File: src/rtl/img_mem_sched.sv
// Frame-load sequencer for the ROM -> filter -> RAM -> VGA image memory path.
// Define IMG_LIVE_VIEW_EN to let VGA reads run during LOAD and DRAIN.
module img_mem_sched #(
  parameter int IMG_BYTES = 38400,
  parameter int PIPE_LAT  = 3,
  parameter int H_ACTIVE  = 640,
  parameter int V_ACTIVE  = 480
) (
  input  logic        clk,
  input  logic        rst,
  input  logic        start,
  input  logic        hold,
  input  logic        vga_req,
  input  logic [9:0]  vga_x,
  input  logic [8:0]  vga_y,
  output logic        mem_clr,
  output logic        rom_flag,
  output logic        ram_flag,
  output logic        vga_flag,
  output logic [18:0] vga_addr,
  output logic        busy,
  output logic        done,
  output logic [1:0]  state
);

  typedef enum logic [2:0] {
    S_IDLE, S_CLR, S_LOAD, S_DRAIN, S_SHOW
  } st_e;

  localparam logic [16:0] NB = 17'(IMG_BYTES);
  localparam logic [9:0]  HA = 10'(H_ACTIVE);
  localparam logic [8:0]  VA = 9'(V_ACTIVE);

  st_e                 st_q, st_d;
  logic [16:0]         issue_q, issue_d, issue_nx;
  logic [16:0]         wr_q, wr_d, wr_nx;
  logic                rom_q, rom_d;
  logic [PIPE_LAT-1:0] dl_q, dl_d;
  logic [PIPE_LAT:0]   dl_sh;
  logic                vflag_q, vflag_d;
  logic [18:0]         vaddr_q, vaddr_d;
  logic                vga_en, vga_hit;

  // The delay line mirrors the filter latency so writes land in order.
  assign dl_sh    = {dl_q, rom_q};
  assign ram_flag = dl_q[PIPE_LAT-1];
  assign rom_flag = rom_q;
  assign mem_clr  = (st_q == S_CLR);
  assign busy     = (st_q == S_CLR) || (st_q == S_LOAD)
                 || (st_q == S_DRAIN);
  assign issue_nx = issue_q + {16'd0, rom_q};
  assign wr_nx    = wr_q + {16'd0, ram_flag};

  always_comb begin
    st_d    = st_q;
    issue_d = issue_q;
    wr_d    = wr_q;
    rom_d   = 1'b0;
    dl_d    = dl_sh[PIPE_LAT-1:0];
    done    = 1'b0;
    unique case (st_q)
      S_IDLE, S_SHOW: begin
        if (start) st_d = S_CLR;
      end
      S_CLR: begin
        issue_d = '0;
        wr_d    = '0;
        dl_d    = '0;
        rom_d   = !hold;
        st_d    = S_LOAD;
      end
      S_LOAD: begin
        issue_d = issue_nx;
        wr_d    = wr_nx;
        if (issue_nx == NB) st_d = S_DRAIN;
        else rom_d = !hold;
      end
      S_DRAIN: begin
        wr_d = wr_nx;
        if (wr_nx == NB) begin
          done = 1'b1;
          st_d = S_SHOW;
        end
      end
      default: st_d = S_IDLE;
    endcase
  end

  always_comb begin
    unique case (st_q)
      S_LOAD:  state = 2'd1;
      S_DRAIN: state = 2'd2;
      S_SHOW:  state = 2'd3;
      default: state = 2'd0;
    endcase
  end

`ifdef IMG_LIVE_VIEW_EN
  assign vga_en = (st_q == S_LOAD) || (st_q == S_DRAIN)
               || (st_q == S_SHOW);
`else
  assign vga_en = (st_q == S_SHOW);
`endif

  // y*640 as (y<<9)+(y<<7); max 307199 fits in 19 bits.
  assign vga_hit = vga_en && vga_req && (vga_x < HA) && (vga_y < VA);

  always_comb begin
    vflag_d = vga_hit;
    vaddr_d = vaddr_q;
    if (vga_hit)
      vaddr_d = {1'b0, vga_y, 9'd0} + {3'd0, vga_y, 7'd0}
              + {9'd0, vga_x};
  end

  assign vga_flag = vflag_q;
  assign vga_addr = vaddr_q;

  always_ff @(posedge clk or posedge rst) begin
    if (rst) begin
      st_q    <= S_IDLE;
      issue_q <= '0;
      wr_q    <= '0;
      rom_q   <= 1'b0;
      dl_q    <= '0;
      vflag_q <= 1'b0;
      vaddr_q <= '0;
    end else begin
      st_q    <= st_d;
      issue_q <= issue_d;
      wr_q    <= wr_d;
      rom_q   <= rom_d;
      dl_q    <= dl_d;
      vflag_q <= vflag_d;
      vaddr_q <= vaddr_d;
    end
  end

endmodule

File: config.mk
export PLATFORM = sky130hd
export DESIGN_NAME = img_mem_sched
export DESIGN_NICKNAME = d
export VERILOG_FILES = /design/src/rtl/img_mem_sched.sv
export SDC_FILE = /design/constraint.sdc
export NUM_CORES = 1
export LEC_CHECK = 0
export BUFFER_PORTS_ARGS = -buffer_cell sky130_fd_sc_hd__buf_2
export CORE_ASPECT_RATIO = 2
export CORE_MARGIN = 2
export CORE_UTILIZATION = 44
export CTS_CLUSTER_SIZE = 30
export DETAILED_ROUTE_END_ITERATION = 10
export HOLD_SLACK_MARGIN = 0.12
export RECOVER_POWER = 25
export SKIP_CTS_REPAIR_TIMING = 1
export SLEW_MARGIN = 5
export SYNTH_ARGS = -nofsm -noshare
export SYNTH_HDL_FRONTEND = slang
export SYNTH_SLANG_ARGS = --single-unit
export TNS_END_PERCENT = 10
File: constraint.sdc
create_clock -name clk -period 6.4 [get_ports clk]
set_clock_uncertainty 0.1 [all_clocks]
set_input_delay 1.28 -clock clk [delete_from_list [all_inputs] [get_ports clk]]
set_output_delay 1.28 -clock clk [all_outputs]
set_load 0.05 [all_outputs]
; ---- Yosys cells after proc, flatten, opt, wreduce, memory -nomap -nowiden
; Index checks and enable logic that the tools add are counted.
[op_classes]
n_addsub = 4
multipliers = 0
div_mod_pow = 0
magnitude_cmp = 2
n_eq_ne = 9
n_shift = 0
mux = 12
n_bitwise = 0
n_reduce_logical = 12
[ops]
columns = op, count
row1 = $pmux W17 S2, 2
row2 = $add A17 B1 Y17, 2
row3 = $eq A17 B16 Y1 const B, 2
row4 = $add A18 B16 Y19, 1
row5 = $add A19 B10 Y19, 1
row6 = $mux W3, 4
row7 = $pmux W3 S4, 1
row8 = $lt A10 B10 Y1 const B, 1
row9 = $lt A9 B9 Y1 const B, 1
row10 = $eq A3 B2 Y1 const B, 2
row11 = $pmux W2 S3, 1
row12 = $ne A2 B1 Y1 const B, 2
row13 = $reduce_bool A2 Y1, 2
row14 = $reduce_or A2 Y1, 2
row15 = $eq A3 B1 Y1 const B, 1
row16 = $eq A3 B3 Y1 const B, 1
row17 = $logic_and A1 B1 Y1, 3
row18 = $logic_not A3 Y1, 1
row19 = $mux W1, 3
row20 = $reduce_and A3 Y1, 1
row21 = $logic_or A1 B1 Y1, 2
row22 = $ne A2 B2 Y1 const B, 1
row23 = $pmux W1 S2, 1
row24 = $logic_not A1 Y1, 1
[totals]
register_bits = 61
latch_bits = 0
ram_bits = 0
rom_bits = 0
inputBits = 24
output_inout_bits = 27
word_cells = 46
mem_count = 0

; ---- Logic depth before layout (Yosys ltp)
[logic_depth]
depth_word = 4
depth_mapped = 11
depth_no_buf = 11

; ---- Least setup slack after synthesis
; No wires, ideal clock.
[synth_timing]
path_type = flip-flop to output port
start = register dl_q[2]
end = output done
arrival_time_ps = 3066
t_required_ps = 5020
slack_ps = 1954
stages_incl_launch_ff = 10
n_path_buf = 0
path_cell_list = dfrtp_1 > ha_1 > ha_1 > nand3_1 > nor4_2 > xor2_1 > nor4_1 > and4b_1 > nand3_1 > nor2_1
[synth_between]
elab_chain_len = 4
[synth_lines]
columns = element, line
row1 = from (decl), 38  ; logic [PIPE_LAT-1:0] dl_q, dl_d;
row2 = from (signal assigned), 133  ; dl_q <= dl_d;
row3 = $add A17 B1 Y17, 52  ; assign wr_nx = wr_q + {16'd0, ram_flag};
row4 = $eq A17 B16 Y1, 80  ; if (wr_nx == NB) begin
row5 = $mux W1, 80
row6 = $mux W1, 61  ; unique case (st_q)
row7 = to (decl), 22  ; output logic done,
; No other way between the ends.

; ---- Worst setup path in the final report
; Same ends and word-level chain as after synthesis.

==> results.py <==
metrics = {
    "layout": {
        "antennaDiodeCount": 0,
        "drive_gt1_frac": 0.159,
        "area_growth_pct": 14.6,
        "fin_nets": 520,
        "mostFrequentLayoutCells": "nand2_1, dfrtp_1, o21ai_0, buf_2, nor2_1",
        "final_common_cell": "nand2_1",
        "n_fill_cell": 815,
    },
    "worst_hold_path": {
        "hold_depth": 1,
        "hold_path.startpoint": "dl_q[0]",
        "hold_path.class": "reg -> reg",
        "min_to": "dl_q[1]",
    },
    "status": {
        "run_status": "finished, violations left",
        "violations": "capacitance limit, slew limit",
    },
    "power_and_ir_drop": {
        "powerDensity_nw_per_um2": 304,
        "p_leak_nw": 2.00,
        "vdd_ir_drop_max_v": 0.000196,
        "p_total_mw": 1.31,
    },
    "logic_synthesis": {
        "avgSynthCellArea_sq_um": 8.63,
        "synth_area_sq_um": 3760,
        "yosysWarnings": 0,
        "synth_cell_types": 57,
        "syn_nets": 484,
        "synthArstFlopShare": 1.00,
        "synthCells": 436,
        "yosys_register_bits": 61,
        "synth-seq-area-share": 0.406,
        "synth_edf_count": 0,
        "synthFlopType": "dfrtp_1",
    },
    "routing": {
        "vias": 3313,
        "viasPerCell": 5.76,
        "routed_wl_um": 9360,
        "dr.first_iter.drc_count": 228,
        "wl_per_cell_um": 16.3,
        "firstDrtPassIters": 4,
        "postRouteAntennaNets": 0,
        "drc_errors": 0,
    },
    "clock_tree": {
        "clk_path_buf_depth": 2,
        "numCtsBuffers": 9,
        "h-tree-depth": 3,
        "cts_tree": "built",
        "cts_root_buffer": "clkbuf_16",
        "numClockSinks": 61,
        "clkLatencyLatePin_ns": 0.33,
        "clk_pin_slew_ns": 0.06,
    },
    "timing": {
        "finalSetupTns_ns": 0,
        "finalHoldViolations": 0,
        "rsz0062_at_grt": "false",
        "finalCriticalPeriod_ns": 4.54,
        "setup_viol": 0,
        "max_freq_ghz": 0.220,
        "worst_pin_slew_ns": 3.35,
        "drv_slew": 62,
        "finalCritPeriodShare": 0.709,
        "holdWs_ns": 0.360,
        "max_slew_margin": -1.23,
    },
    "global_route": {
        "antenna_found_initial": 0,
        "grt_pass1_wl_um": 15800,
        "grt_pass1_vias": 3267,
        "grt_usage": 0.213,
        "grt_max_degree": 62,
        "grt_overflow_total": 0,
    },
    "worst_setup_path": {
        "critPathTopFamily": "simple AND/OR/NAND/NOR gates",
        "worstPathRequired_ns": 5.02,
        "r2r_end": "st_q[0]",
        "regToRegStartpoint": "rom_flag",
        "critPathMaxStageDelay_ns": 0.52,
        "r2r_setup_slack_ns": 3.48,
        "worst_ep_arrival_time_ns": 3.16,
        "critical_path.cell_chain": "ha_1, ha_1, nand3_1, nor4_2, xor2_1, nor4_1, and4b_1, nand3_1, nor2_1, buf_2",
        "crit_buf_inv": 1,
        "startpoint_type": "register",
        "r2r_cells": 8,
        "cp-end-kind": "output pin",
        "cp_slowest_cell": "nor4_2",
        "crit_type": "reg -> out",
        "cp_max_fo": 6,
    },
    "placement": {
        "gp_congestion": 0.822,
        "portBuffers": 50,
        "hpwl_um": 6670,
    },
    "die": {
        "io_pins": 51,
        "die_w_um": 69.4,
        "die_height_um": 135,
        "core_area_sq_um": 8290,
        "start_util": 0.454,
        "rows": 47,
        "die_area_sq_um": 9350,
    },
    "job": {
        "cap_violations": 1,
    },
}
-- area by class of cell --
cell class                      instances  area [sq um]  share of cell area
Clock buffer                            9           225              0.0522
Clock inverter                          7          82.6              0.0192
Inverter                               11          41.3             0.00958
Multi-Input combinational cell        338          2060               0.478
Sequential cell                        61          1530               0.354
Tap cell                               98           123              0.0284
Timing Repair Buffer                   51           254              0.0589
-- where the power goes --
| group | leakage (nW) | internal, mW | switching [mW] |
|---|---|---|---|
| Sequential | 0.817 | 0.429 | 0.0567 |
| Clock | 0.145 | 0.307 | 0.191 |
| Combinational | 1.04 | 0.120 | 0.208 |
-- cell families (layout without fill, tap and decap cells) --
| family | after synthesis | count (layout) | share of synthesized area |
|---|---|---|---|
| and+or+nand+nor | 175 | 175 | 0.226 |
| AOI/OAI and AO/OA | 120 | 120 | 0.193 |
| DFF | 61 | 61 | 0.406 |
| buffers and inverters | 37 | 78 | 0.0455 |
| adders and majority gates | 24 | 24 | 0.0838 |
| xor gates and xnor gates | 18 | 18 | 0.0419 |
| muxes | 1 | 1 | 0.00399 |
-- sequential cells by signal (all words and copies together), names as in the netlist --
register / count
vga_flag: 1
dl_q: 3
st_q: 3
wr_q: 17
rom_flag: 1
vga_addr: 19
issue_q: 17
-- cell usage after synthesis, types with 4 or more instances --
cell type | instances | area [sq um]
a21o_1 | 4 | 30.0
a21oi_1 | 17 | 85.1
a31oi_1 | 5 | 31.3
and3_1 | 7 | 43.8
buf_2 | 7 | 35.0
clkbuf_1 | 14 | 52.6
dfrtp_1 | 61 | 1530
ha_1 | 22 | 275
inv_1 | 9 | 33.8
nand2_1 | 72 | 270
nand3_1 | 23 | 115
nand4_1 | 6 | 37.5
nor2_1 | 28 | 105
nor2b_1 | 4 | 25.0
nor3_1 | 8 | 40.0
o21ai_0 | 59 | 295
o31ai_1 | 10 | 75.1
xnor2_1 | 12 | 105
xor2_1 | 6 | 52.6
-- metrics by stage --
stage / instance area, sq um / cells / worst slack, ns / util
finish: 4310 / 575 / 1.86 / 0.520
global route: 4310 / 575 / 1.39 / 0.520
CTS: 4320 / 575 / 1.88 / 0.521
detailed placement: 4010 / 559 / 2.27 / 0.484
global placement: 4010 / 559 / 2.34 / 0.484
floorplan: 3760 / 436 / 1.95 / -
-- worst max-delay path by stage --
stage,startpoint,to,slack (ns),cells after the start
3_3_place_gp,dl_q[2],done,2.34,10
4_1_cts,dl_q[2],done,1.88,10
5_1_grt,rst,issue_q[4],1.39,3
6_report,dl_q[2],done,1.86,10
2_1_floorplan,dl_q[2],done,1.95,9
3_5_place_dp,dl_q[2],done,2.27,10
-- routing by layer --
metal	vias to the layer above	GRT usage	routed length [um]
li1	1630	-	-
met1	1576	0.240	3700
met2	77	0.370	4970
met3	30	0.0396	302
met4	0	0.124	380
met5	-	0	0
-- worst register-to-register path, delay by kind of cell, from the launching register on --
kind	cells	cell delay (ns)
muxes	1	0.17
AOI/OAI and AO/OA	3	1.04
DFF	1	0.40
and+or+nand+nor	3	0.91
adders and majority gates	1	0.26
(Power assumes the default switching activity.)
